--- src/rtl/count_leading_zeros_reg.sv ---
// Registered leading-zero counter: a log2(WIDTH)-level merge tree computes the
// MSB-first zero run combinationally, and a single register stage captures it.
module count_leading_zeros_reg #(
    parameter  int WIDTH = 32,
    localparam int CW    = $clog2(WIDTH) + 1
) (
    input  logic             i_CLK,
    input  logic             i_RST,
    input  logic             i_VALID,
    input  logic [WIDTH-1:0] i_WORD,
    output logic             o_VALID,
    output logic [CW-1:0]    o_COUNT,
    output logic             o_ZERO
);

    localparam int LEVELS = $clog2(WIDTH);

    // Each node holds (all-zero flag, leading-zero count of its slice). A leaf
    // counts 1 for a clear bit, so an all-zero node naturally sums to its size.
    for (genvar l = 0; l <= LEVELS; l++) begin : g_lvl
        localparam int N = WIDTH >> l;
        logic [N-1:0]  zf;
        logic [CW-1:0] cnt [N];

        if (l == 0) begin : g_leaf
            always_comb begin
                zf = ~i_WORD;
                for (int i = 0; i < N; i++) begin
                    cnt[i] = {{(CW-1){1'b0}}, ~i_WORD[i]};
                end
            end
        end else begin : g_merge
            localparam logic [CW-1:0] HALF = CW'(1 << (l - 1));
            always_comb begin
                for (int n = 0; n < N; n++) begin
                    zf[n]  = g_lvl[l-1].zf[2*n+1] & g_lvl[l-1].zf[2*n];
                    cnt[n] = g_lvl[l-1].zf[2*n+1] ? (HALF + g_lvl[l-1].cnt[2*n])
                                                  : g_lvl[l-1].cnt[2*n+1];
                end
            end
        end
    end

    logic [CW-1:0] count_p0;
    logic          zero_p0;

    assign count_p0 = g_lvl[LEVELS].cnt[0];
    assign zero_p0  = g_lvl[LEVELS].zf[0];

    // Stage p0 -> p1: result register; data only loads on a valid word
    logic          vld_p1;
    logic [CW-1:0] count_p1;
    logic          zero_p1;

    always_ff @(posedge i_CLK or posedge i_RST) begin
        if (i_RST) begin
            vld_p1   <= 1'b0;
            count_p1 <= '0;
            zero_p1  <= 1'b0;
        end else begin
            vld_p1 <= i_VALID;
            if (i_VALID) begin
                count_p1 <= count_p0;
                zero_p1  <= zero_p0;
            end
        end
    end

    assign o_VALID = vld_p1;
    assign o_COUNT = count_p1;
    assign o_ZERO  = zero_p1;

endmodule

--- config.mk ---
export PLATFORM = sky130hd
export DESIGN_NAME = count_leading_zeros_reg
export DESIGN_NICKNAME = d
export VERILOG_FILES = /design/src/rtl/count_leading_zeros_reg.sv
export SDC_FILE = /design/constraint.sdc
export NUM_CORES = 1
export LEC_CHECK = 0
export BUFFER_PORTS_ARGS = -buffer_cell sky130_fd_sc_hd__buf_2
export CORE_UTILIZATION = 40
export DETAILED_ROUTE_END_ITERATION = 6
export PLACE_DENSITY = 0.88
export SYNTH_ARGS = -nofsm -noshare
export SYNTH_HDL_FRONTEND = slang
export SYNTH_SLANG_ARGS = --single-unit
--- constraint.sdc ---
create_clock -name i_CLK -period 0.93 [get_ports i_CLK]
set_clock_uncertainty 0.05 [all_clocks]
set_input_delay 0.093 -clock i_CLK [delete_from_list [all_inputs] [get_ports i_CLK]]
set_output_delay 0.093 -clock i_CLK [all_outputs]
set_load 0.01 [all_outputs]
==> results of run 1 <==
## state kept, by name, summed over array words and instances (netlist names)
name,flops
o_VALID,1
o_COUNT,6
## routing by layer
| metal | vias to the layer above | global-route usage |
|---|---|---|
| li1 | 471 | - |
| met1 | 487 | 0.3446 |
| met2 | 82 | 0.5910 |
| met3 | 22 | 0.07660 |
| met4 | 0 | 0.09091 |
| met5 | - | 0 |
## Yosys cell counts, types with 3 or more instances
cell type,count,area share
nor2_1,12,0.067
inv_1,10,0.055
dfrtp_1,7,0.26
o21ai_0,7,0.052
a21oi_1,6,0.044
a211oi_1,3,0.033
nand2_1,3,0.017
o21ai_1,3,0.022
or4_4,3,0.050
## cell type report
| class | instances | area (µm²) | area share |
|---|---|---|---|
| timing repair buffer | 76 | 529.3 | 0.3998 |
| multi-input combinational | 66 | 535.5 | 0.4045 |
| inverter | 10 | 37.54 | 0.02836 |
| tap | 16 | 20.02 | 0.01512 |
| clock buffer | 4 | 26.28 | 0.01985 |
| sequential | 7 | 175.2 | 0.1323 |
## stage by stage
| step | instance area [µm²] | power, mW | TNS [ps] |
|---|---|---|---|
| after floorplan | 690.7 | 0.4240 | -2463 |
| after global placement | 1102 | 0.6228 | -3538 |
| after detailed placement | 1102 | 0.6384 | -3723 |
| after CTS | 1262 | 0.9538 | -1928 |
| after global routing | 1324 | 1.044 | -2365 |
| final | 1324 | 1.010 | -2154 |
## worst max-delay path by stage
stage | slack [ps] | end | start
global route | -520 | o_COUNT[0]$_DFFE_PP0P_ | i_WORD[15]
finish | -490 | o_COUNT[0]$_DFFE_PP0P_ | i_WORD[15]
detailed placement | -730 | o_COUNT[0]$_DFFE_PP0P_ | i_WORD[10]
floorplan | -560 | o_COUNT[0]$_DFFE_PP0P_ | i_WORD[10]
global placement | -710 | o_COUNT[0]$_DFFE_PP0P_ | i_WORD[10]
CTS | -450 | o_COUNT[0]$_DFFE_PP0P_ | i_WORD[10]
## kinds of logic after synthesis
kind of cell | Yosys count
flops | 7
mux | 1
compound gates | 31
buf+inv | 12
simple gates | 34
## layout by cell type, fill, tap and decap left out, types with 2 or more instances in the layout
cell type / netlist / layout
a2111oi_2: 0 / 2
a211oi_1: 3 / 2
a21oi_1: 6 / 5
a21oi_2: 1 / 2
a31oi_1: 2 / 2
buf_2: 0 / 34
buf_4: 1 / 30
buf_6: 0 / 11
clkbuf_4: 0 / 3
dfrtp_1: 7 / 7
inv_1: 10 / 10
nand2_1: 3 / 2
nor2_1: 12 / 12
nor2b_1: 2 / 2
nor4_4: 2 / 2
o21ai_0: 7 / 7
o21ai_1: 3 / 2
o21bai_1: 2 / 2
or4_4: 3 / 5
## worst max-delay path: cells and delay by family
family | cells | cell delay (ps)
AND/OR/NAND/NOR | 2 | 810
AO/OA/AOI/OAI | 3 | 500
buffers and inverters | 1 | 120
## timing repair
item | CTS | global route
pin swaps | 8 | 1
setup buffers | 3 | 3
hold buffers | 1 | 0
endpoints found under the hold margin | 7 | 0
resized for setup | 19 | 7
setup endpoints to repair | 6 | 12
## report_power, final
group          switching [mW]  total, mW  internal (mW)
logic                   0.184      0.391          0.208
registers             0.00572      0.322          0.316
clock network           0.132      0.297          0.165
total                   0.321       1.01          0.689
==> metrics.md, run 1 <==
| Metric | Value |
|---|---|
| Port Buffers | 42 |
| Clock sink count | 7 |
| Critical path's largest stage delay | 530 ps |
| Routed Antenna Nets | 0 |
| Unrepaired setup endpoints after global routing | true |
| Mapped cell area | 676.9 µm² |
| Top_reg_cell synth | dfrtp_1 |
| Area Growth Syn to Fin | 95.56% |
| Mean area per synthesized cell | 7.964 µm² |
| Failing checks | setup timing |
| Iter 0 DRT Violations | 41 |
| Total grt overflow | 0 |
| Rows | 14 |
| 1st-pass router iterations | 4 |
| Initial antenna violation count | 0 |
| Yosys synthesis warning count | 0 |
| Root buffer cell | clkbuf_4 |
| CP cell instances | buf_2 > or4_4 > or2_4 > a21oi_2 > a2111oi_2 > o32a_1 |
| Worst min-delay path class | primary input to flip-flop |
| Detailed placer's ending HPWL | 1.815 mm |
| Largest net degree at the start of global routing | 10 |
| Post-synthesis compound-gate area fraction | 0.2957 |
| Worst rel slew slack | 0.6716 |
| WS Path Type | primary input to flip-flop |
| H-tree depth | 1 |
| Clock Tree Buf Depth | 2 |
| R2R Setup Slk | 90 ps |
| Initial Utilization | 0.4391 |
| Gr usage total | 0.3162 |
| Die area | 1861 µm² |
| M1 WL | 1.149 mm |
| Register bit total from synthesis | 7 |
| Fmax | 0.7034 GHz |
| Worst-path clk slew | 60 ps |
| Post-layout util | 0.8588 |
| Routed met3 length | 234 µm |
| CP Capture Type | flip-flop |
| Die width | 43.14 µm |
| Routed len/inst | 17.61 µm |
| WP data required | 1020 ps |
| Fin worst setup slack | -491.7 ps |
| Min Hold Slack | 105.0 ps |
| Sequential-to-total area share from yosys stat | 0.2588 |
| Max-cap violations | 0 |
| Fin. Hold Viols | 0 |
| Crit path max fanout | 4 |
| Min Tclk post-route | 1422 ps |
| Max layer used | met4 |
| Synth Area in XOR/XNOR | 0 |
| Slowest cell on crit path | or4_4 |
| Post-synthesis mux area share | 0.01479 |
| Reg-to-reg startpoint | o_COUNT[1]$_DFFE_PP0P_ |
| TritonCTS Buffers | 3 |
| Core Footprint | 1541 µm² |
| Share of cells above drive strength 1 | 0.6135 |
| Ys async rst share | 1.000 |
| Largest family of logic cells by synthesized area | simple AND/OR/NAND/NOR gates |
| # nets final | 199 |
| Worst Max-Slew Pin Slew | 480.1 ps |
| Final WL | 3.153 mm |
| Reg2reg path depth | 3 |
| Status | finished, violations left |
| Yosys cell types | 31 |
| Gate Count Post-Synth | 85 |
| Global placement routability congestion | 0.8169 |
| Post-DR vias/cell | 5.933 |
| DRC | 0 |
| Worst Hold Launch | i_VALID |
| EDFF count, synth | 0 |
| PD cells | 763.1 nW/µm² |
| WHS Path Cells | 2 |
| Slew Limit Fails | 0 |
| Fillers | 86 |
| Dpl ws | -727.4 ps |
| CTS tree | done |
| Worst Hold Endpoint | o_VALID$_DFF_PP0_ |
| Met2 Routed Length | 1.620 mm |
| Syn_nets | 120 |
| Die Y | 43.14 µm |
| Final Setup Violations | 8 |
| I/O pin total | 43 |
| Period utilization | 1.529 |
| Post-Layout Cell Count | 179 |
| Synth Area in Simple Gates | 0.3438 |
| Skew-Pair Late Insertion Delay | 260 ps |
| Setup crit start kind | primary input |
| Vias in the first global route | 1074 |
| Worst r2r dst | o_COUNT[1]$_DFFE_PP0P_ |
| Adder-cell share of the synthesized area | 0 |
| Diode count | 0 |
| Vias | 1062 |
| Leakage | 0.6505 nW |
| Inst Count DP | 168 |
| First-pass GRT wire length | 4.464 mm |
| CP arrival | 1510 ps |
| VDD IR max | 0.0006206 V |
(Power assumes the default switching activity.)
==> inputs of run 2 (changes only) <==
--- a/config.mk
+++ b/config.mk
@@ -7,6 +7,7 @@
 export LEC_CHECK = 0
 export BUFFER_PORTS_ARGS = -buffer_cell sky130_fd_sc_hd__buf_2
 export CORE_UTILIZATION = 40
+export CTS_BUF_LIST = sky130_fd_sc_hd__clkbuf_4
 export DETAILED_ROUTE_END_ITERATION = 6
 export PLACE_DENSITY = 0.88
 export SYNTH_ARGS = -nofsm -noshare
==> metrics.md, run 2 (same netlist as run 1, synthesis figures left out) <==
| Metric | Value |
|---|---|
| WP data required | 1020 ps (about the same) |
| Routed len/inst | 17.07 µm (-3.1%) |
| # nets final | 199 (unchanged) |
| CP arrival | 1510 ps (about the same) |
| Sw Pwr | 314.0 µW (-2.2%) |
| Clock sink count | 7 (unchanged) |
| Core Footprint | 1541 µm² (unchanged) |
| Cell-internal power | 720.6 µW (+4.5%) |
| Max FFs per register | 6 (unchanged) |
| Routed Antenna Nets | 0 (unchanged) |
| Rows | 14 (unchanged) |
| Skew-Pair Late Insertion Delay | 250 ps (about the same) |
| Detailed placer's ending HPWL | 1.815 mm (unchanged) |
| Share of cells above drive strength 1 | 0.6196 (+0.006135) |
| Most frequent cells in the layout | buf_2, buf_4, nor2_1, buf_6, inv_1 |
| Final WL | 3.056 mm (-3.1%) |
| Final Setup Violations | 7 (-1) |
| Vias | 1045 (-1.6%) |
| Unrepaired setup endpoints after global routing | true |
| Worst Max-Slew Pin Slew | 487.1 ps (+7.017 ps) |
| Crit path max fanout | 4 (unchanged) |
| Worst-path clk slew | 60 ps (about the same) |
| Leakage | 0.6569 nW (+0.99%) |
| Sequential share of power | 0.312 (-0.007) |
| Gr usage total | 0.3101 (-0.006098) |
| Sw Share | 0.3035 (-0.01420) |
| CP Buf/Inv Count | 1 (unchanged) |
| Post-DR vias/cell | 5.838 (-1.6%) |
| Clock power share | 0.308 (+0.014) |
| Die width | 43.14 µm (unchanged) |
| Gate power share | 0.380 (-0.008) |
| Critical path's largest stage delay | 540 ps (about the same) |
| TritonCTS Buffers | 3 (unchanged) |
| Area Growth Syn to Fin | 95.93% |
| 1st-pass router iterations | 4 (unchanged) |
| DRC | 0 (unchanged) |
| CP Capture Type | flip-flop |
| CTS tree | done |
| Period utilization | 1.533 (+0.003932) |
| Fin. Hold Viols | 0 (unchanged) |
| PD cells | 780.0 nW/µm² (+2.2%) |
| Fmax | 0.7016 GHz (-0.26%) |
| Commonest non-fill, non-tap cell in the layout | buf_2 |
| Port Buffers | 42 (unchanged) |
| Initial Utilization | 0.4391 (unchanged) |
| Slew Limit Fails | 0 (unchanged) |
| Total grt overflow | 0 (unchanged) |
| I/O pin total | 43 (unchanged) |
| H-tree depth | 1 (unchanged) |
| CP cell instances | buf_6 > or4_4 > or2_4 > a21oi_2 > a2111oi_2 > o32a_1 |
| Accumulated negative setup slack | -2108 ps (+46.53 ps) |
| Status | finished, violations left |
| VDD IR max | 0.0007554 V (+22%) |
| Clock Tree Buf Depth | 2 (unchanged) |
| Total power draw | 1.035 mW (+2.4%) |
| Failing checks | setup timing |
| Min Tclk post-route | 1425 ps (+3.657 ps) |
| Worst min-delay path class | primary input to flip-flop |
| First-pass GRT wire length | 4.395 mm (-1.5%) |
| Global placement routability congestion | 0.8169 (unchanged) |
| Initial antenna violation count | 0 (unchanged) |
| Max-cap violations | 0 (unchanged) |
| Largest net degree at the start of global routing | 10 (unchanged) |
| Fin worst setup slack | -495.4 ps (-3.657 ps) |
| Setup crit start kind | primary input |
| Slowest cell on crit path | or4_4 |
| Worst rel slew slack | 0.6669 (-0.004799) |
| Die Y | 43.14 µm (unchanged) |
| Root buffer cell | clkbuf_4 |
| Diode count | 0 (unchanged) |
| Iter 0 DRT Violations | 41 (unchanged) |
| WS Path Type | primary input to flip-flop |
| CP delay by family, top | simple AND/OR/NAND/NOR gates |
| Vias in the first global route | 1063 (-1.0%) |
| Die area | 1861 µm² (unchanged) |
run 2: cell counts in the layout (fill, tap and decap cells not counted):
Identical to the previous run, type by type.
run 2: per-layer routing:
metal | vias up | part of all wire | track usage
met2 | 73 | 0.51 | 0.5731
li1 | 473 | - | -
met1 | 475 | 0.36 | 0.3420
met4 | 0 | 0.060 | 0.09091
met5 | - | 0 | 0
met3 | 24 | 0.070 | 0.07660
run 2: layout make-up:
class,instances,area [µm²]
fill,84,215.2
clock buffer,4,30.03
inverter,10,37.54
multi-input combinational,66,528.0
tap,16,20.02
timing repair buffer,76,535.5
sequential,7,175.2
run 2: power by group through the flow:
| stage | logic (mW) | clock network (mW) | registers, mW |
|---|---|---|---|
| floorplan | 0.0909 | 0 | 0.333 |
| global placement | 0.296 | 0 | 0.327 |
| detailed placement | 0.311 | 0 | 0.327 |
| CTS | 0.349 | 0.312 | 0.322 |
| global route | 0.418 | 0.337 | 0.323 |
| finish | 0.393 | 0.318 | 0.323 |
run 2: stage by stage:
step	area [µm²]	util	std cells	hold WS, ps	setup WS, ps
after floorplan	690.7	-	85	-153.6	-562.6
after global placement	1102	0.7151	168	-31.28	-706.0
after detailed placement	1102	0.7151	168	-21.47	-727.4
after CTS	1266	0.8214	176	80.57	-451.3
after global routing	1326	0.8604	179	97.79	-512.7
final	1326	0.8604	179	98.08	-495.4
run 2: worst paths after layout:
| kind | slack (ps) | start | cells after the start | to |
|---|---|---|---|---|
| max | -500 | i_WORD[10] | 6 | o_COUNT[0]$_DFFE_PP0P_ |
| min reg2reg | 470 | o_COUNT[3]$_DFFE_PP0P_ | 2 | o_COUNT[3]$_DFFE_PP0P_ |
| min | 100 | i_VALID | 2 | o_VALID$_DFF_PP0_ |
| min in group asynchronous | 320 | i_RST | 3 | o_COUNT[3]$_DFFE_PP0P_ |
| max in group asynchronous | 280 | i_RST | 3 | o_COUNT[2]$_DFFE_PP0P_ |
| max reg2reg | 40 | o_COUNT[1]$_DFFE_PP0P_ | 3 | o_COUNT[1]$_DFFE_PP0P_ |
run 2: worst reg2reg max path: stages, from the launching register on:
cell     delay (ps)
dfrtp_1         390
buf_4           140
nand2_1         100
o31ai_1          90
run 2: what timing repair did:
action                                  CTS  global route
cloned                                    0             0
hold buffers                              1             0
pin swaps                                 8             1
resized for setup                        19             7
setup buffers                             3             3
hold endpoints to repair                  7             0
endpoints found under the setup margin    6            12
